<file path="src/rtl/sha256_round_ctrl.sv">
`timescale 1ns/1ps
// ---------------------------------------------------------------------------
// sha256_round_ctrl
// Sequencer for one SHA-256 compression of a 512-bit block. It steers the
// eight working registers (a..h), supplies the round index for the K ROM and
// message schedule, and strobes the digest registers (H0..H7). Blocks are
// taken from the padding/input stage through a valid/ready handshake.
//
// Ports
//   CLK           clock, all state changes on the rising edge
//   RST           asynchronous, active-high reset
//   blk_valid     input block (and first_blk) is valid
//   first_blk     block starts a new message: load the IV into H0..H7
//   abort         synchronous cancel of the block in progress
//   blk_ready     controller can accept a block
//   reg_start     load enable for all eight working registers
//   reg_sel_init  working-register mux: 1 = H0..H7, 0 = round output
//   round_idx     current round t (selects K[t] and W[t])
//   w_load        W[t] comes from the block words (t < 16)
//   h_init        load the IV constants into H0..H7
//   h_update      H[i] <= H[i] + working[i]
//   busy          a block is in progress
//   done          one-cycle pulse, digest registers hold the updated value
// ---------------------------------------------------------------------------
module sha256_round_ctrl #(
  parameter int NUM_ROUNDS = 64,
  parameter int CNT_W      = 6
) (
  input  logic             CLK,
  input  logic             RST,
  input  logic             blk_valid,
  input  logic             first_blk,
  input  logic             abort,
  output logic             blk_ready,
  output logic             reg_start,
  output logic             reg_sel_init,
  output logic [CNT_W-1:0] round_idx,
  output logic             w_load,
  output logic             h_init,
  output logic             h_update,
  output logic             busy,
  output logic             done
);

  typedef enum logic [2:0] {
    IDLE  = 3'd0,
    INIT  = 3'd1,
    ROUND = 3'd2,
    FINAL = 3'd3,
    DONE  = 3'd4
  } state_t;

  state_t           state;
  state_t           next_state;
  logic [CNT_W-1:0] round_cnt;
  logic [CNT_W-1:0] next_cnt;
  logic             last_round;
  logic             handshake;

  assign last_round = (round_cnt == CNT_W'(NUM_ROUNDS - 1));

  // Ready is held low while RST is asserted so nothing can be accepted
  // during reset; abort always wins over an offered block.
  assign blk_ready = (state == IDLE) && !abort && !RST;
  assign handshake = blk_valid && blk_ready;
  assign h_init    = handshake && first_blk;

  // State register and round counter.
  always_ff @(posedge CLK or posedge RST) begin
    if (RST) begin
      state     <= IDLE;
      round_cnt <= '0;
    end else begin
      state     <= next_state;
      round_cnt <= next_cnt;
    end
  end

  // Next-state logic. The counter only advances in ROUND and is cleared on
  // the last round so it never wraps; any abort outside IDLE returns home.
  always_comb begin
    next_state = state;
    next_cnt   = '0;
    case (state)
      IDLE: begin
        if (handshake) next_state = INIT;
      end
      INIT: begin
        next_state = ROUND;
      end
      ROUND: begin
        if (last_round) begin
          next_state = FINAL;
          next_cnt   = '0;
        end else begin
          next_cnt = round_cnt + 1'b1;
        end
      end
      FINAL: begin
        next_state = DONE;
      end
      DONE: begin
        next_state = IDLE;
      end
      default: begin
        next_state = IDLE;
      end
    endcase
    if (abort && (state != IDLE)) begin
      next_state = IDLE;
      next_cnt   = '0;
    end
  end

  // Output decode. Register loads, the digest update and done are masked by
  // abort in the same cycle so an aborted block never touches H0..H7.
  always_comb begin
    reg_start    = 1'b0;
    reg_sel_init = 1'b0;
    w_load       = 1'b0;
    h_update     = 1'b0;
    done         = 1'b0;
    busy         = (state != IDLE);
    round_idx    = round_cnt;
    case (state)
      INIT: begin
        reg_start    = !abort;
        reg_sel_init = 1'b1;
      end
      ROUND: begin
        reg_start = !abort;
        w_load    = (32'(round_cnt) < 32'd16);
      end
      FINAL: begin
        h_update = !abort;
      end
      DONE: begin
        done = !abort;
      end
      default: begin
        reg_start = 1'b0;
      end
    endcase
  end

endmodule
</file>
<file path="config.mk">
export PLATFORM = sky130hd
export DESIGN_NAME = sha256_round_ctrl
export DESIGN_NICKNAME = d
export VERILOG_FILES = /design/src/rtl/sha256_round_ctrl.sv
export SDC_FILE = /design/constraint.sdc
export NUM_CORES = 1
export LEC_CHECK = 0
export CAP_MARGIN = 20
export CORE_MARGIN = 2
export CORE_UTILIZATION = 37
export DETAILED_ROUTE_END_ITERATION = 7
export PLACE_DENSITY = 0.77
export SKIP_CTS_REPAIR_TIMING = 1
export SYNTH_ARGS = -nofsm -noshare
export SYNTH_HDL_FRONTEND = slang
export SYNTH_SLANG_ARGS = --single-unit
</file>
<file path="constraint.sdc">
create_clock -name CLK -period 1.2 [get_ports CLK]
set_input_delay 0.12 -clock CLK [delete_from_list [all_inputs] [get_ports CLK]]
set_output_delay 0.12 -clock CLK [all_outputs]
set_load 0.005 [all_outputs]
</file>
* Word level (Yosys, flattened, before mapping) *
Index checks and enable logic that the tools add are counted.

storage, ports and cells
  register bits after elaboration = 9
  output and inout port bits = 14
  logic and storage cells = 34

cells by class
  $add $sub $neg = 1
  magnitude comparators = 1
  eq/ne operators = 7
  multiplexer cells = 12
  reductions and logical operators = 11

operators by type and width
  cell                   number
  $mux W6                3
  $pmux W3 S4            1
  $mux W3                3
  $add A6 B1 Y6 const B  1
  $eq A3 B2 Y1 const B   2
  $eq A6 B6 Y1 const B   1
  $lt A6 B5 Y1 const B   1
  $logic_and A1 B1 Y1    5
  $mux W1                5
  $eq A3 B1 Y1 const B   1
  $eq A3 B3 Y1 const B   1
  $logic_not A3 Y1       1
  $ne A3 B2 Y1 const B   1
  $ne A3 B3 Y1 const B   1
  $reduce_bool A3 Y1     1
  $logic_not A1 Y1       2
  $reduce_and A2 Y1      1
  $reduce_or A2 Y1       1

* Logic depth before layout (Yosys ltp) *
  depth after elaboration = 7
  mapped depth = 4

* Worst setup path before layout *
No wires, ideal clock.

  kind = register to output
  start = register state[0]
  end = output h_init
  arrival time = 1.168 ns
  required time = 1.080 ns
  path slack = -0.088 ns
  cell stages (with the launch flop) = 4
  cell sequence = dfrtp_1 > buf_6 > or4_4 > nor4_4

between the ends
  cells in the longest elaborated chain, start to end = 5

ends and longest elaborated chain
  what                              line  RTL
  from (decl)                       53    state_t state;
  from (signal assigned)            74    state <= next_state;
  $logic_not A3 Y1                  64    assign blk_ready = (state == IDLE) && !abort && !RST;
  $logic_and A1 B1 Y1 (2 in a row)  64
  $logic_and A1 B1 Y1               65    assign handshake = blk_valid && blk_ready;
  $logic_and A1 B1 Y1               66    assign h_init = handshake && first_blk;
  to (decl)                         39    output logic h_init,

Every way passes these cells.

* Worst setup path after layout *
  start = register state[1]
  end = output h_init

The elaborated chain is that of the path after synthesis.

==> metrics.txt <==
status=complete, but fails checks; failing checks=setup timing; synthesis-stage register bit count=9; dpl cells=between 90 and 100; Core Rows=13; CTS Buf Count=3; Leak=0.543 nW; core area=0.00130 mm2; final worst path period share=133%; HP Class=input port to async pin; largest cells by area after synthesis=dfrtp_1 (44%), nor4_4 (4.2%), nor3_1 (3.9%); area grow syn2layout=76.4%; reg-to-reg startpoint=state[2]; clk_lat worst skew=270 ps; first-pass GRT wire length=1900 um; Worst Setup End Kind=primary output; number of global-route vias before repair=422; HPWL Detailed=932 um; Critical Setup Path Class=flip-flop to primary output; DR vias=546; clk root buf=clkbuf_4; Clock Tree Buf Depth=2; Routed WL=1550 um; CTS tree=built; pin count of the biggest net entering global routing=12; Synth cell types=25; most numerous cell in the Yosys netlist=dfrtp_1; drt wl/cell=14.9 um; Synth Cell Area=509 um2; Die X=approximately 41 um; worst r2r dst=round_idx[2]; Power Density=around 760 mW/mm2; worst endpoint required time=roughly 1100 ps; H-tree Lvls=1; antenna-violating nets left=0; share of the synthesized area in the top cell type=~44%; RSZ-0062 raised after global routing=yes; commonest cells in the netlist=dfrtp_1 (9), nor2_1 (5), inv_1 (4), nor3_1 (4), nand2_1 (3); CP max stage delay=540 ps; post-route clock skew=roughly 6.7 ps; yosys warns=0; First-pass DRT Iterations=4; met3 wire length=61 um; uppermost routed layer=met4; vias per cell=5.25; ys async rst share=100%; die area=0.00169 mm2; final setup margin=-399 ps; clock sink count=9; starting DRC count in detailed routing=14; cell class contributing the biggest share of worst-path delay=simple AND/OR/NAND/NOR gates; MaxCap Viol Count=0; post-route cell area=898 um2; peak supply drop=540 uV; CP max-delay cell=or4_4; Register-to-Register Path Depth=3; crit path DAT=1480 ps; Final nets=96; met1 WL=slightly below 700 um; Synth Flop Type=dfrtp_1; leading area contributor after synthesis=dfrtp_1; Fmax achieved=roughly 0.63 GHz; Initial Utilization=~39%; non-filler cells, final=104; worst path cell trace=or4_4 > nor4_4 > buf_2; die height=a little over 40 um; clock slew at reported path FFs=70 ps; Post-route DRC=0; Mean Syn Cell Area=9.61 um2; Rel. slew slack=76.5%; CP startpoint kind=flip-flop; CP Max Fanout=2; # setup viols final=14; met2 wire length=777 um; CP Buf/Inv Count=1; total track usage=18.1%; setup slack, reg-to-reg=-120 ps; DP Area=758 um2; layout cell share with drive strength beyond 1=43.8%; Tmin final=approximately 1600 ps; syn nets=59; Slew @ Worst Pin=352 ps; Post-synth EDFFs=0; final number of max-transition violations=0; ANT cells=0; initial antenna violation count=0; global route total overflow=0; endpoints failing hold=0; Mapped Cells=53; port buffer count=18; I/O pins=19; RD Place Congestion=0.703; post-synthesis sequential area ratio=between 40 and 50%
==> cell usage in the layout, fill, tap and decap left out, types with 2 or more instances in the layout <==
cell / Yosys / final
nor3_1: 4 / 4
and2_1: 2 / 2
xnor2_1: 2 / 2
nand2_1: 3 / 3
buf_2: 2 / 3
buf_4: 0 / 17
nand3_1: 2 / 2
clkbuf_2: 0 / 3
dlymetal6s2s_1: 0 / 8
nor2_1: 5 / 5
or3_1: 2 / 2
dfrtp_2: 0 / 2
clkdlybuf4s50_1: 0 / 4
xor2_1: 2 / 2
inv_1: 4 / 4
dfrtp_1: 9 / 7
nor4_4: 1 / 2
clkbuf_4: 0 / 3
==> how the worst max path moves through the flow <==
| stage | cells past startpoint | from | endpoint |
|---|---|---|---|
| after floorplan | 3 | state[0] | h_init |
| after global placement | 4 | abort | h_init |
| after detailed placement | 4 | abort | h_init |
| after CTS | 3 | state[0] | h_init |
| after global routing | 3 | state[1] | h_init |
| final | 3 | state[1] | h_init |
==> logic make-up after synthesis <==
kind of cell | share of synthesized area [%]
xor gates and xnor gates | 6.88
buffers and inverters | 7.86
adders and majority gates | 2.46
AOI/OAI and AO/OA | 4.91
and+or+nand+nor | 33.7
DFF | 44.2
==> sequential cells by signal, indices dropped and copies added, names as in the netlist <==
register   count
state          3
round_idx      6
==> where the power goes <==
group	leakage [nW]	internal (mW)	switching, mW
Clock	0.0150	0.129	0.117
Combinational	0.407	0.0659	0.0552
Sequential	0.122	0.308	0.00396
Total	0.543	0.503	0.177
==> worst register-to-register path: cells and delay by family, from the launching register on <==
family	cells	cell delay (ps)
buffers and inverters	1	200
flip-flops	1	400
AND/OR/NAND/NOR	2	640
==> cell type report <==
| cell class | instances | area [um2] |
|---|---|---|
| well taps | 15 | 18.8 |
| flip-flops and latches | 9 | 228 |
| inverters | 4 | 15.0 |
| multi-input cells | 36 | 302 |
| repair buffers | 36 | 309 |
| fillers | 101 | 403 |
| clock buffers | 4 | 26.3 |
==> per-layer routing <==
layer / global-route usage, % / up-vias
li1: - / 260
met1: 25.1 / 265
met2: 25.4 / 17
met3: 3.26 / 4
met4: 12.1 / 0
met5: 0 / -
==> metrics by stage <==
step | setup TNS [ps] | utilization, % | hold WS, ps | power (mW) | setup WS [ps]
2_1_floorplan | -153 | - | -52.1 | 0.369 | -87.8
3_3_place_gp | -4410 | 58.3 | 478 | 0.431 | -562
3_5_place_dp | -4900 | 58.3 | 481 | 0.434 | -591
4_1_cts | -6650 | 60.3 | 353 | 0.676 | -799
5_1_grt | -3070 | 69.0 | 382 | 0.707 | -447
6_report | -2310 | 69.0 | 336 | 0.679 | -399
Note: power is estimated with default switching activity, not from simulation.
